## src/rtl/frame_threshold_ctrl.sv

```systemverilog
// Frame-synchronous threshold controller: debounced grade keys, per-frame motion count,
// grade/threshold committed only at frame boundaries. Optional auto grading: FRAME_AUTO_THRESH_EN.

module frame_key_debounce #(
    parameter int DEBOUNCE_CYC = 1000000
) (
    input  logic clk,
    input  logic rst_n,
    input  logic key_n,
    output logic press
);
    localparam int DB_W = (DEBOUNCE_CYC > 2) ? $clog2(DEBOUNCE_CYC) : 1;
    localparam logic [DB_W-1:0] DB_LAST = DB_W'(DEBOUNCE_CYC - 1);

    logic            sync0_q, sync0_d;
    logic            sync1_q, sync1_d;
    logic            stable_q, stable_d;
    logic [DB_W-1:0] cnt_q, cnt_d;
    logic            press_q, press_d;

    always_comb begin
        sync0_d  = key_n;
        sync1_d  = sync0_q;
        stable_d = stable_q;
        cnt_d    = cnt_q;
        if (sync1_q == stable_q) begin
            cnt_d = '0;
        end else if (cnt_q == DB_LAST) begin
            stable_d = sync1_q;
            cnt_d    = '0;
        end else begin
            cnt_d = cnt_q + DB_W'(1);
        end
        // Only a released-to-pressed transition of the stable level is a request.
        press_d = stable_q & ~stable_d;
    end

    always_ff @(posedge clk or negedge rst_n) begin
        if (!rst_n) begin
            sync0_q  <= 1'b1;
            sync1_q  <= 1'b1;
            stable_q <= 1'b1;
            cnt_q    <= '0;
            press_q  <= 1'b0;
        end else begin
            sync0_q  <= sync0_d;
            sync1_q  <= sync1_d;
            stable_q <= stable_d;
            cnt_q    <= cnt_d;
            press_q  <= press_d;
        end
    end

    assign press = press_q;
endmodule

module frame_threshold_ctrl #(
    parameter int DEBOUNCE_CYC = 1000000,
    parameter int CNT_W        = 20,
    parameter int GRADE_INIT   = 2,
    parameter int HI_MARK      = 20000,
    parameter int LO_MARK      = 2000
) (
    input  logic             clk,
    input  logic             rst_n,
    input  logic             key_add_n,
    input  logic             key_sub_n,
    input  logic             per_frame_vsync,
    input  logic             per_frame_clken,
    input  logic             per_img_motion,
    input  logic             auto_en,
    output logic [3:0]       frame_grade,
    output logic [7:0]       frame_threshold,
    output logic [CNT_W-1:0] motion_count,
    output logic             update_pulse
);
    localparam logic [3:0]       GRADE_RST = 4'(GRADE_INIT);
    localparam logic [7:0]       THR_RST   = 8'(5 * (GRADE_INIT + 1));
    localparam logic [CNT_W-1:0] CNT_MAX   = {CNT_W{1'b1}};
    localparam logic [31:0]      HI_LIM    = 32'(HI_MARK);
    localparam logic [31:0]      LO_LIM    = 32'(LO_MARK);

    typedef enum logic [1:0] {
        S_IDLE,
        S_ACTIVE,
        S_EVAL,
        S_COMMIT
    } state_t;

    function automatic logic [7:0] grade_to_thr(input logic [3:0] g);
        logic [7:0] g1;
        g1 = {4'd0, g} + 8'd1;
        return (g1 << 2) + g1;
    endfunction

    logic add_press, sub_press;

    frame_key_debounce #(.DEBOUNCE_CYC(DEBOUNCE_CYC)) u_db_add (
        .clk   (clk),
        .rst_n (rst_n),
        .key_n (key_add_n),
        .press (add_press)
    );

    frame_key_debounce #(.DEBOUNCE_CYC(DEBOUNCE_CYC)) u_db_sub (
        .clk   (clk),
        .rst_n (rst_n),
        .key_n (key_sub_n),
        .press (sub_press)
    );

    state_t           state_q, state_d;
    logic             vs_q, vs_d;
    logic [CNT_W-1:0] counter_q, counter_d;
    logic [CNT_W-1:0] motion_count_q, motion_count_d;
    logic [3:0]       pending_q, pending_d;
    logic [3:0]       grade_q, grade_d;
    logic [7:0]       thr_q, thr_d;
    logic             update_pulse_q, update_pulse_d;

    logic vs_rise;
    logic over_hi, under_lo;

    assign vs_rise  = per_frame_vsync & ~vs_q;
    assign over_hi  = 32'(counter_q) > HI_LIM;
    assign under_lo = 32'(counter_q) < LO_LIM;

`ifndef FRAME_AUTO_THRESH_EN
    logic unused_auto;
    assign unused_auto = ^{auto_en, over_hi, under_lo};
`endif

    always_comb begin
        pending_d = pending_q;
        // Key requests take priority over the auto step when they coincide with EVAL.
        if (add_press || sub_press) begin
            if (add_press && !sub_press && pending_q != 4'd15)
                pending_d = pending_q + 4'd1;
            else if (sub_press && !add_press && pending_q != 4'd0)
                pending_d = pending_q - 4'd1;
        end
`ifdef FRAME_AUTO_THRESH_EN
        else if (state_q == S_EVAL && auto_en) begin
            if (over_hi && pending_q != 4'd15)
                pending_d = pending_q + 4'd1;
            else if (under_lo && pending_q != 4'd0)
                pending_d = pending_q - 4'd1;
        end
`endif
    end

    always_comb begin
        state_d        = state_q;
        vs_d           = per_frame_vsync;
        counter_d      = counter_q;
        motion_count_d = motion_count_q;
        grade_d        = grade_q;
        thr_d          = thr_q;
        update_pulse_d = 1'b0;
        case (state_q)
            S_IDLE: begin
                counter_d = '0;
                if (vs_rise) state_d = S_ACTIVE;
            end
            S_ACTIVE: begin
                if (per_frame_clken && per_img_motion && counter_q != CNT_MAX)
                    counter_d = counter_q + CNT_W'(1);
                if (vs_rise) state_d = S_EVAL;
            end
            S_EVAL: begin
                motion_count_d = counter_q;
                update_pulse_d = 1'b1;
                state_d        = S_COMMIT;
            end
            S_COMMIT: begin
                grade_d   = pending_q;
                thr_d     = grade_to_thr(pending_q);
                counter_d = '0;
                state_d   = S_ACTIVE;
            end
            default: begin
                state_d   = S_IDLE;
                counter_d = '0;
            end
        endcase
    end

    always_ff @(posedge clk or negedge rst_n) begin
        if (!rst_n) begin
            state_q        <= S_IDLE;
            vs_q           <= 1'b0;
            counter_q      <= '0;
            motion_count_q <= '0;
            pending_q      <= GRADE_RST;
            grade_q        <= GRADE_RST;
            thr_q          <= THR_RST;
            update_pulse_q <= 1'b0;
        end else begin
            state_q        <= state_d;
            vs_q           <= vs_d;
            counter_q      <= counter_d;
            motion_count_q <= motion_count_d;
            pending_q      <= pending_d;
            grade_q        <= grade_d;
            thr_q          <= thr_d;
            update_pulse_q <= update_pulse_d;
        end
    end

    assign frame_grade     = grade_q;
    assign frame_threshold = thr_q;
    assign motion_count    = motion_count_q;
    assign update_pulse    = update_pulse_q;
endmodule

```

## config.mk

```make
export PLATFORM = sky130hd
export DESIGN_NAME = frame_threshold_ctrl
export DESIGN_NICKNAME = d
export VERILOG_FILES = /design/src/rtl/frame_threshold_ctrl.sv
export SDC_FILE = /design/constraint.sdc
export NUM_CORES = 1
export LEC_CHECK = 0
export CORE_MARGIN = 2
export CORE_UTILIZATION = 58
export DETAILED_ROUTE_END_ITERATION = 6
export PLACE_DENSITY = 0.83
export SETUP_SLACK_MARGIN = 0.1
export SLEW_MARGIN = 10
export SYNTH_ARGS = -nofsm -noshare
export SYNTH_HDL_FRONTEND = slang
export SYNTH_SLANG_ARGS = --single-unit
```

## constraint.sdc

```tcl
create_clock -name clk -period 3.2 [get_ports clk]
set_clock_uncertainty 0.2 [all_clocks]
set_input_delay 0.64 -clock clk [delete_from_list [all_inputs] [get_ports clk]]
set_output_delay 0.64 -clock clk [all_outputs]
set_load 0.02 [all_outputs]
```

==> results by group <==
Timing
  • Final setup fails: 0
  • Unrepaired setup endpoints after global routing: false
  • Max Clock Freq: 369 MHz
  • Worst Tran Pin Value: about 0.68 ns
  • Final Max Slew Viols: 0
  • Final Cycle Share: 84.8%
  • Post-layout minimum cycle time: 2.71 ns
  • Endpoints failing hold: 0
  • Final TNS setup: 0 ns
  • Relative slew slack: 54.8%

Synthesis
  • Largest cells by area after synthesis: dfrtp_1, dfstp_2, mux2_2
  • Synth top cells by count: dfrtp_1, nor2_1, nand2_1
  • Seq cells post-synth: 108
  • Syn nets: 517
  • Synth Instances: 493
  • Synth warnings: 0
  • Synth top area share: 45.0%
  • EDFF count, synth: 0
  • Area leader, netlist: dfrtp_1
  • Share of the yosys chip area belonging to registers: 50.9%
  • Syn_area_per_cell: 10.8 sq um
  • Post-Synthesis Cell Area: 5340 sq um
  • FFs w/ async S/R, synth: 100%
  • Most instantiated library cell after synthesis: dfrtp_1
  • Main synth FF type: dfrtp_1
  • Netlist cell types: 66

Power
  • Power density over cell area: 538 nW/um^2
  • Final Power: 3.24 mW
  • Worst VDD drop: 0.321 mV
  • Leak pwr: about 2.7 nW

Detailed routing
  • Residual DRC: 0
  • Starting DRT DRC Count: 174
  • Drt first pass iters: 4
  • Vias: 3822
  • Drt via density: 5.93
  • Routed Antenna Nets: 0
  • Routed len/inst: about 16 microns
  • Final WL: 10100 microns

Floorplanning
  • Core region area: 9060 sq um
  • Row cnt: 35
  • Die Area: between 9000 and 10000 sq um
  • Die Span Y: 100 microns
  • Initial Utilization: 58.9%
  • Die Width: about 100 microns
  • Ports: 41

Status
  • Status: finished, final reports clean

CTS
  • Root buffer cell: clkbuf_8
  • Clk Latency, worst-skew pair: 0.38 ns
  • CTS sink count: 108
  • Num CTS Buffers: 9
  • Post-CTS Resized: 0
  • Post-CTS setup buffer count: 0
  • Clock transition at path regs: around 0.12 ns
  • CTS tree: done
  • # hold bufs at CTS: 0
  • CTS Buffer Depth: 2
  • CTS H-tree lvls: 3

Critical path
  • Slowest stage delay, CP: 0.48 ns
  • Crit-path max FO: 7
  • Critical path capture point type: register
  • Setup CP Type: reg2reg
  • Crit path arrival time: 2.79 ns
  • Critical Path RT: 3.28 ns
  • CP top delay family: simple AND/OR/NAND/NOR gates
  • R2R setup slack: 0.49 ns
  • Crit path buf inv count: 0
  • R2R depth: 9
  • Reg2reg start: pending_q[0]$_DFFE_PN0P_
  • Critical path launch point: pending_q[0]$_DFFE_PN0P_
  • Cells along the critical path: ha_1 -> and3_1 -> or3b_1 -> ha_1 -> a21o_1 -> a21oi_1 -> xnor2_1 -> nand2_1 -> xnor2_1
  • Critical Path Stages: 9
  • Slowest cell on crit path: dfrtp_1
  • Startpoint types: register

Global route
  • Number of antenna violations at the first check in global routing: 0
  • First-pass GRT wire length: 17300 microns
  • Total track usage: 21.5%
  • Vias in the first global route: 3817
  • Total congestion overflow: 0
  • Largest net degree at the start of global routing: 53

Worst hold path
  • Worst Hold Class: in2async

Finish
  • Fin nets: approximately 550
  • Fraction of layout cells with a size suffix above 1: 14.8%
  • Antenna Cells: 0
  • Area Growth Syn to Fin: 12.6%
  • Filler cells: 690

Placed design
  • GP Congestion: about 0.85
  • Port Buffers: 39
  • DP HPWL: 6940 microns

Job
  • Max-Cap Viols: 0
-- sequential cells by signal, indices dropped and copies added, names as in the netlist --
register and flops:
vs_q 1, u_db_sub.sync1_q 1, pending_q 4, u_db_add.stable_q 1, u_db_sub.press 1, frame_grade 4, update_pulse 1, state_q 2
frame_threshold 8, u_db_sub.stable_q 1, u_db_add.cnt_q 20, counter_q 20, u_db_sub.cnt_q 20, motion_count 20, u_db_sub.sync0_q 1, u_db_add.sync1_q 1
u_db_add.press 1, u_db_add.sync0_q 1
-- power by group --
group          internal [mW]  switching, mW
Clock                  0.302          0.499
Sequential              1.47          0.100
Combinational          0.323          0.546
-- area by class of cell --
cell class / count / area [sq um] / share of cell area (%)
flip-flops and latches: 108 / 2720 / 45.2
multi-input cells: 351 / 2470 / 41.1
repair buffers: 43 / 430 / 7.16
well taps: 111 / 139 / 2.31
clock buffers: 9 / 124 / 2.06
clock inverters: 7 / 68.8 / 1.14
inverters: 16 / 60.1 / 0.999
-- worst register-to-register path, cell delays in order, from the launching register on --
cell and delay [ns]:
dfrtp_1 0.48, ha_1 0.26, and3_1 0.21, or3b_1 0.49, ha_1 0.32, a21o_1 0.17
a21oi_1 0.16, xnor2_1 0.13, nand2_1 0.08, xnor2_1 0.12
-- layout by cell type, fill, tap and decap left out, types with 2 or more instances in the layout --
cell             instances
dfrtp_1                 96
nor2_1                  63
clkdlybuf4s50_1         38
nand2_1                 32
xnor2_1                 29
nand3_1                 28
mux2_2                  28
xor2_1                  19
inv_1                   16
and3_1                  16
a21oi_1                 14
ha_1                    14
dfstp_2                 12
nand4_1                 10
nor3_1                  10
clkbuf_8                 9
nor4_1                   8
o21ai_0                  8
a31oi_1                  7
a211o_1                  4
o211ai_1                 4
a21o_1                   4
buf_4                    4
nor3b_1                  3
and4_1                   2
or4_4                    2
nor4b_1                  2
o31ai_4                  2
o2111ai_1                2
a31o_2                   2
a41oi_1                  2
or4_1                    2
o31ai_1                  2
fa_1                     2
clkinvlp_4               2
inv_6                    2
-- logic make-up after synthesis --
logic type	share of synthesized area, %
multiplexers	6.37
AND/OR/NAND/NOR	18.2
AO/OA/AOI/OAI	9.88
XOR/XNOR	7.87
buffers and inverters	2.81
flip-flops	50.9
adder cells (fa/ha/maj)	4.03
-- stage by stage --
step / cells / setup slack, ns / area, sq um / hold slack, ns / util [%]
4_1_cts: 645 / 0.483 / 6010 / 0.0854 / 66.3
2_1_floorplan: 493 / 0.588 / 5340 / 0.144 / -
6_report: 645 / 0.487 / 6010 / 0.0807 / 66.3
3_5_place_dp: 629 / 0.480 / 5820 / 0.147 / 64.2
5_1_grt: 645 / 0.313 / 6010 / 0.127 / 66.3
3_3_place_gp: 629 / 0.567 / 5820 / 0.147 / 64.2
-- worst paths after layout --
check,endpoint
worst max-delay path,pending_q[3]$_DFFE_PN0P_
worst min-delay path,motion_count[19]$_DFFE_PN0P_
worst max register to register,pending_q[3]$_DFFE_PN0P_
worst min register to register,u_db_add.sync1_q$_DFF_PN1_
max in group asynchronous,motion_count[8]$_DFFE_PN0P_
min in group clk,u_db_add.sync1_q$_DFF_PN1_
-- metal layers --
metal  up-vias  global-route usage, %  part of all wire (%)
li1       1818                      -                     -
met1      1907                   28.6                    46
met2        83                   35.6                    49
met3        14                   4.81                   3.5
met4         0                   6.32                   1.4
met5         -                      0                     0
(Power assumes the default switching activity.)
